===== config.mk =====
export PLATFORM = sky130hd
export DESIGN_NAME = fcc_page_arbiter
export DESIGN_NICKNAME = d
export VERILOG_FILES = /design/src/rtl/fcc_page_arbiter.sv
export SDC_FILE = /design/constraint.sdc
export NUM_CORES = 1
export LEC_CHECK = 0
export BUFFER_PORTS_ARGS = -buffer_cell sky130_fd_sc_hd__buf_2
export CAP_MARGIN = 20
export CORE_AREA = 2 2 357 359
export DETAILED_ROUTE_END_ITERATION = 6
export DIE_AREA = 0 0 359 361
export MAX_ROUTING_LAYER = met4
export PLACE_DENSITY = 0.42
export SYNTH_ARGS = -nofsm -noshare
export SYNTH_HDL_FRONTEND = slang
export SYNTH_SLANG_ARGS = --single-unit

===== constraint.sdc =====
create_clock -name usr_clk -period 4 [get_ports usr_clk]
set_input_delay 0.2 -clock usr_clk [delete_from_list [all_inputs] [get_ports usr_clk]]
set_output_delay 0.2 -clock usr_clk [all_outputs]
set_load 0.05 [all_outputs]

===== src/rtl/fcc_page_arbiter.sv =====
// fcc_page_arbiter: shares one fcc_executer between REQ_NUM fcc_scheduler requesters.
// Latency: request sampled in IDLE at edge t -> o_exec_valid/o_grant visible from t+1.
// Backpressure: no grant while i_exec_ready=0; requests are held by the requester until o_req_ack.
//
// Ports:
//   usr_clk, usr_rst       clock, synchronous active-high reset
//   i_req_valid/i_req_cmd  per-requester page command (k at [k*178 +: 178])
//   o_req_ack              one-cycle pulse when requester k's command is accepted
//   o_exec_valid/o_exec_cmd  command presented to the executer (cmd held after release)
//   i_exec_ready           executer o_cmd_ready: 0 = accepted / working, 1 = idle
//   o_grant/o_grant_idx    one-hot current owner / index of current or last owner
//   o_busy/o_done/o_timeout  status and one-cycle completion / watchdog pulses
//
// Page command layout: {type[1:0], param[31:0], data[63:0], addr[47:0], id[15:0], cmd[15:0]}.

module fcc_page_arbiter #(
  parameter int unsigned REQ_NUM = 4,
  parameter int unsigned TIMEOUT = 256,
  localparam int unsigned PC_W   = 178
) (
  input  logic                      usr_clk,
  input  logic                      usr_rst,
  input  logic [REQ_NUM-1:0]        i_req_valid,
  input  logic [REQ_NUM*PC_W-1:0]   i_req_cmd,
  output logic [REQ_NUM-1:0]        o_req_ack,
  output logic                      o_exec_valid,
  output logic [PC_W-1:0]           o_exec_cmd,
  input  logic                      i_exec_ready,
  output logic [REQ_NUM-1:0]        o_grant,
  output logic [2:0]                o_grant_idx,
  output logic                      o_busy,
  output logic                      o_done,
  output logic                      o_timeout
);

  typedef enum logic [1:0] {
    ST_IDLE  = 2'd0,
    ST_ISSUE = 2'd1,
    ST_BUSY  = 2'd2
  } state_e;

  // Last count value spent in ISSUE before the watchdog fires; the counter
  // starts at 0 on the first ISSUE cycle, so the command is offered TIMEOUT cycles.
  localparam logic [15:0] CNT_LAST = 16'(TIMEOUT - 1);

  // ---------------------------------------------------------------------------
  // State
  // ---------------------------------------------------------------------------
  state_e                state_q,      state_d;
  logic                  exec_valid_q, exec_valid_d;
  logic [PC_W-1:0]       exec_cmd_q,   exec_cmd_d;
  logic [REQ_NUM-1:0]    ack_q,        ack_d;
  logic [REQ_NUM-1:0]    grant_q,      grant_d;
  logic [2:0]            grant_idx_q,  grant_idx_d;
  logic                  busy_q,       busy_d;
  logic                  done_q,       done_d;
  logic                  timeout_q,    timeout_d;
  logic [2:0]            rr_q,         rr_d;
  logic [15:0]           cnt_q,        cnt_d;

  // ---------------------------------------------------------------------------
  // Round-robin pick: first valid requester at or after rr_q, wrapping at REQ_NUM.
  // The valid vector is padded to 8 bits so a 3-bit index always fits.
  // ---------------------------------------------------------------------------
  logic [7:0]            req_valid_pad;
  logic [3:0]            scan_idx;
  logic                  pick_found;
  logic [2:0]            pick_idx;
  logic [PC_W-1:0]       pick_cmd;
  logic [REQ_NUM-1:0]    pick_onehot;

  assign req_valid_pad = 8'(i_req_valid);

  always_comb begin
    pick_found = 1'b0;
    pick_idx   = 3'd0;
    scan_idx   = 4'd0;
    for (int s = 0; s < REQ_NUM; s++) begin
      // rr_q < REQ_NUM and s < REQ_NUM, so a single subtraction wraps correctly.
      scan_idx = {1'b0, rr_q} + 4'(s);
      if (scan_idx >= 4'(REQ_NUM)) begin
        scan_idx = scan_idx - 4'(REQ_NUM);
      end
      if (!pick_found && req_valid_pad[scan_idx[2:0]]) begin
        pick_found = 1'b1;
        pick_idx   = scan_idx[2:0];
      end
    end
  end

  // Command mux and one-hot grant for the picked requester.
  always_comb begin
    pick_cmd    = '0;
    pick_onehot = '0;
    for (int k = 0; k < REQ_NUM; k++) begin
      if (3'(k) == pick_idx) begin
        pick_cmd       = i_req_cmd[k*PC_W +: PC_W];
        pick_onehot[k] = 1'b1;
      end
    end
  end

  // Pointer after the owner releases: one past the owner, wrapping to 0.
  logic [2:0] rr_after_owner;

  always_comb begin
    if (grant_idx_q >= 3'(REQ_NUM - 1)) begin
      rr_after_owner = 3'd0;
    end else begin
      rr_after_owner = grant_idx_q + 3'd1;
    end
  end

  // ---------------------------------------------------------------------------
  // Next-state / output logic
  // ---------------------------------------------------------------------------
  always_comb begin
    state_d      = state_q;
    exec_valid_d = exec_valid_q;
    exec_cmd_d   = exec_cmd_q;
    ack_d        = '0;
    grant_d      = grant_q;
    grant_idx_d  = grant_idx_q;
    done_d       = 1'b0;
    timeout_d    = 1'b0;
    rr_d         = rr_q;
    cnt_d        = cnt_q;

    unique case (state_q)
      ST_IDLE: begin
        // Only grant when the executer reports idle; otherwise leave requests pending.
        if (i_exec_ready && pick_found) begin
          state_d      = ST_ISSUE;
          exec_valid_d = 1'b1;
          exec_cmd_d   = pick_cmd;
          grant_d      = pick_onehot;
          grant_idx_d  = pick_idx;
          cnt_d        = 16'd0;
        end
      end

      ST_ISSUE: begin
        // The executer drops ready when it takes the command; this wins over
        // a watchdog expiry in the same cycle.
        if (!i_exec_ready) begin
          state_d      = ST_BUSY;
          exec_valid_d = 1'b0;
          ack_d        = grant_q;
        end else if (cnt_q == CNT_LAST) begin
          state_d      = ST_IDLE;
          exec_valid_d = 1'b0;
          timeout_d    = 1'b1;
          grant_d      = '0;
          rr_d         = rr_after_owner;
        end else begin
          cnt_d = cnt_q + 16'd1;
        end
      end

      ST_BUSY: begin
        // NAND operations have no upper bound, so no watchdog here.
        if (i_exec_ready) begin
          state_d = ST_IDLE;
          done_d  = 1'b1;
          grant_d = '0;
          rr_d    = rr_after_owner;
        end
      end

      default: begin
        state_d      = ST_IDLE;
        exec_valid_d = 1'b0;
        grant_d      = '0;
      end
    endcase

    busy_d = (state_d != ST_IDLE);
  end

  // ---------------------------------------------------------------------------
  // Registers
  // ---------------------------------------------------------------------------
  always_ff @(posedge usr_clk) begin
    if (usr_rst) begin
      state_q      <= ST_IDLE;
      exec_valid_q <= 1'b0;
      exec_cmd_q   <= '0;
      ack_q        <= '0;
      grant_q      <= '0;
      grant_idx_q  <= 3'd0;
      busy_q       <= 1'b0;
      done_q       <= 1'b0;
      timeout_q    <= 1'b0;
      rr_q         <= 3'd0;
      cnt_q        <= 16'd0;
    end else begin
      state_q      <= state_d;
      exec_valid_q <= exec_valid_d;
      exec_cmd_q   <= exec_cmd_d;
      ack_q        <= ack_d;
      grant_q      <= grant_d;
      grant_idx_q  <= grant_idx_d;
      busy_q       <= busy_d;
      done_q       <= done_d;
      timeout_q    <= timeout_d;
      rr_q         <= rr_d;
      cnt_q        <= cnt_d;
    end
  end

  assign o_exec_valid = exec_valid_q;
  assign o_exec_cmd   = exec_cmd_q;
  assign o_req_ack    = ack_q;
  assign o_grant      = grant_q;
  assign o_grant_idx  = grant_idx_q;
  assign o_busy       = busy_q;
  assign o_done       = done_q;
  assign o_timeout    = timeout_q;

endmodule


==> flow_metrics.tcl <==
set metrics [dict create \
    grt_setup_unrepaired "yes" \
    power_density_mw_per_mm2 340.2 \
    drive_gt1_share_pct 35.57 \
    timing.rr.start "rr_q[1]$_SDFFE_PP0P_" \
    placed_area_mm2 0.02231 \
    synth_compound_area_share_pct 45.44 \
    syn_area_mm2 0.01544 \
    portBuffers 911 \
    hold_path.startpoint "i_req_cmd[547]" \
    finClkSkew_ns 0.01989 \
    initial_core_util_pct 12.31 \
    cts_root_buf "clkbuf_16" \
    dieArea_mm2 0.1296 \
    yosysWarnings 0 \
    max_stage_delay_ns 0.58 \
    critPathRequiredTime_ns 4.46 \
    die_h_um 361 \
    ios 912 \
    cp-end-kind "flip-flop" \
    ys_types 59 \
    first_pass_iters 6 \
    path_max_fanout 44 \
    ys_seq_elements 214 \
    worst-path-buf-inv 4 \
    dp_slack_ns -0.01280 \
    crit_chain "inv_1, ha_2, mux4_2, a21oi_1, mux2_4, nor2_4, buf_12, buf_4, a211oi_1, o31ai_1, dlygate4sd3_1" \
    synthSimpleGateAreaFrac_pct 8.079 \
    worst_hold_path_type "primary input to flip-flop" \
    fin_nets 3921 \
    hold_path_depth 3 \
    drt_iter0_markers 1475 \
    power.leakage_nw 12.20 \
    irDropWorstVdd_mv 0.2261 \
    ys_seq_area_share_pct 27.74 \
    core_mm2 0.1254 \
    path_clk_slew_ns 0.06 \
    crit_slowest_cell "mux4_2" \
    crit_family "buffers and inverters" \
    clock_path_buffers 3 \
    setup_viol 0 \
    numCtsBuffers 34 \
    globalplace.congestion 0.9024 \
    outcome "finished clean" \
    totalWireLength_um 98030 \
    postRouteAntennaNets 0 \
    grt_pass1_wl_um 140300 \
    critPathKind "flip-flop to flip-flop" \
    grt_pass1_vias 21100 \
    synth_top_family_by_area "compound AO/OA/AOI/OAI gates" \
    syn_inst 2044 \
    finalWorstSetupSlack_ns 0.1255 \
    critPathLaunchType "flip-flop" \
    synth.mux.area_fraction_pct 1.256 \
    stdcell_area_mm2 0.02664 \
    clk_latency_ns 0.58 \
    critPathArrivalTime_ns 4.34 \
    slew-limit-headroom_pct 49.67 \
    syn_area_per_cell_um2 7.554 \
    hold_end "o_exec_cmd[13]$_SDFFE_PP0P_" \
    reg2reg_slack_ns 0.13 \
    grt.total_usage_pct 14.70 \
    wire_per_inst_um 20.07 \
    report.final.slew_viol_count 0 \
    antenna_found_initial 14 \
    die_w_um 359 \
    fmax_mhz 258.1 \
    max_cap_viol_count 0 \
    clock-sinks 214 \
    rows 130 \
    nFillCells 14210 \
    final_hold_viol_count 0 \
    drc 0 \
    synth_nets 2768 \
    area_growth_pct 72.51 \
    dp_hpwl_um 74970 \
    fin_crit_sh_pct 96.86 \
    via_per_inst 4.255 \
    grt_overflow 0 \
    synth_xor_area_share_pct 0.7941 \
    reg2reg_depth 11 \
    synth_fa_ha_area_share_pct 0.4052 \
    r2r_end "o_exec_cmd[74]$_SDFFE_PP0P_" \
    fin_crit_ns 3.875 \
    h-tree-depth 2 \
    tritoncts "done" \
    tightest_slew_ns 0.7505 \
    vias 20780 \
    grt_max_degree 100 \
]
[synthesized netlist by cell type (all sizes together)]
| master | number | area share, % |
|---|---|---|
| o21ai | 13 | 0.42 |
| buf | 110 | 4.5 |
| dfxtp | 214 | 28 |
| or2 | 4 | 0.16 |
| nand4b | 1 | 0.057 |
| nor4 | 1 | 0.041 |
| or3 | 2 | 0.081 |
| a32oi | 1 | 0.057 |
| a21oi | 8 | 0.28 |
| xnor2 | 1 | 0.057 |
| nor3b | 1 | 0.049 |
| clkbuf | 133 | 3.2 |
| a2111oi | 2 | 0.11 |
| a22oi | 1 | 0.049 |
| o22a | 2 | 0.12 |
| mux4 | 3 | 0.49 |
| and3b | 1 | 0.057 |
| a32o | 8 | 0.52 |
| nor2b | 2 | 0.081 |
| xor2 | 13 | 0.74 |
| nand4 | 8 | 0.32 |
| nor2 | 26 | 0.70 |
| a31oi | 2 | 0.081 |
| o2111a | 1 | 0.073 |
| nand3 | 25 | 0.81 |
| or4 | 2 | 0.097 |
| inv | 352 | 8.6 |
| nor3 | 5 | 0.16 |
| ha | 5 | 0.41 |
| o31ai | 175 | 9.2 |
| mux2 | 2 | 0.17 |
| a21o | 2 | 0.15 |
| nand3b | 1 | 0.049 |
| a211oi | 700 | 34 |
| nand2b | 7 | 0.30 |
| o21a | 2 | 0.097 |
| o22ai | 1 | 0.041 |
| a21boi | 1 | 0.049 |
| mux2i | 8 | 0.60 |
| and4 | 2 | 0.11 |
| and2 | 6 | 0.24 |
| and3 | 9 | 0.36 |
| a311oi | 1 | 0.17 |
| nand2 | 180 | 4.4 |
[kinds of logic after synthesis]
family	after synthesis
DFF	214
muxes	13
and+or+nand+nor	283
buffers and inverters	595
AOI/OAI and AO/OA	920
xor gates and xnor gates	14
adders and majority gates	5
[worst reg2reg max path, cell delays in order, from the launching register on]
cell           delay, ns
dfxtp_2             0.45
inv_1               0.11
ha_2                0.46
mux4_2              0.58
a21oi_1             0.29
mux2_4              0.29
nor2_4              0.09
buf_12              0.20
buf_4               0.40
a211oi_1            0.24
o31ai_1             0.09
dlygate4sd3_1       0.58
[repair_timing]
item | in CTS | in global routing
gates resized for setup | 1 | 3
hold buffers | 313 | 0
hold endpoints to repair | 176 | 0
setup endpoints to repair | 1 | 56
gates cloned | 0 | 0
setup buffers | 0 | 0
[power breakdown]
part / switching, W / total, W / internal (W) / leakage, nW
registers: 0.000132 / 0.00246 / 0.00233 / 1.76
logic: 0.00214 / 0.00337 / 0.00123 / 9.88
clock network: 0.00129 / 0.00323 / 0.00193 / 0.567
[metal layers]
layer	wire length [um]	global-route usage, %
met1	42250	17.91
met2	46080	23.92
met3	5991	2.776
met4	3710	5.767
met5	0	-
[registers in the layout, summed over array words and instances (netlist names)]
signal	count
o_busy	1
o_exec_cmd	178
o_grant_idx	3
o_req_ack	4
cnt_q	16
o_exec_valid	1
o_grant	4
rr_q	3
o_timeout	1
o_done	1
state_q	2
[layout by cell type (no fill, tap or decap), types with 3 or more instances in the layout]
| cell type | Yosys | routed |
|---|---|---|
| o31ai_2 | 21 | 20 |
| and2_1 | 6 | 6 |
| inv_1 | 352 | 352 |
| dlygate4sd3_1 | 0 | 313 |
| nor2_1 | 24 | 24 |
| diode_2 | 0 | 12 |
| clkbuf_1 | 133 | 8 |
| buf_4 | 4 | 108 |
| nand4_1 | 8 | 8 |
| nand2b_1 | 6 | 6 |
| clkinv_2 | 0 | 3 |
| o21ai_0 | 12 | 12 |
| nand2_1 | 179 | 179 |
| ha_1 | 5 | 4 |
| dfxtp_1 | 214 | 213 |
| mux2i_1 | 7 | 6 |
| clkbuf_8 | 0 | 9 |
| a32o_1 | 8 | 8 |
| nor3_1 | 5 | 5 |
| xor2_1 | 13 | 13 |
| buf_12 | 0 | 27 |
| o31ai_1 | 154 | 154 |
| a211oi_2 | 0 | 6 |
| a21oi_1 | 7 | 7 |
| or2_2 | 4 | 4 |
| bufinv_16 | 0 | 3 |
| nand3_1 | 25 | 25 |
| clkbuf_16 | 0 | 34 |
| a211oi_1 | 700 | 694 |
| and3_1 | 9 | 9 |
| buf_2 | 80 | 911 |
[worst max-delay path by stage]
stage	startpoint	end	slack, ns	cells after the start
final	rr_q[1]$_SDFFE_PP0P_	o_exec_cmd[74]$_SDFFE_PP0P_	0.13	11
after global routing	rr_q[1]$_SDFFE_PP0P_	o_exec_cmd[74]$_SDFFE_PP0P_	-0.003	11
after CTS	rr_q[1]$_SDFFE_PP0P_	o_exec_cmd[138]$_SDFFE_PP0P_	0.01	11
after detailed placement	rr_q[1]$_SDFFE_PP0P_	o_exec_cmd[47]$_SDFFE_PP0P_	-0.01	10
after global placement	rr_q[1]$_SDFFE_PP0P_	o_exec_cmd[50]$_SDFFE_PP0P_	-0.07	9
after floorplan	rr_q[0]$_SDFFE_PP0P_	o_exec_cmd[78]$_SDFFE_PP0P_	1.10	12
[through the flow]
stage	setup TNS (ns)	total power, W	hold WS (ns)	cells	utilization (%)
4_1_cts	0	0.009228	0.001679	4872	21.21
3_5_place_dp	-0.01280	0.005598	0.4343	4498	17.79
6_report	0	0.009062	0.03666	4884	21.24
5_1_grt	-0.004951	0.009508	0.02720	4881	21.23
3_3_place_gp	-0.1310	0.005609	0.4302	4497	17.78
2_1_floorplan	0	0.004270	0.2852	2044	-
[layout make-up]
cell class | count | area, um^2 | share of cell area [%]
tap | 1650 | 2064 | 7.750
multi-input combinational | 1235 | 8728 | 32.77
sequential | 214 | 4285 | 16.09
inverter | 352 | 1321 | 4.960
clock inverter | 10 | 147.6 | 0.5543
clock buffer | 51 | 1005 | 3.772
timing repair buffer | 1360 | 9055 | 33.99
antenna | 12 | 30.03 | 0.1127
No activity file was read; power rests on OpenSTA's default activity.
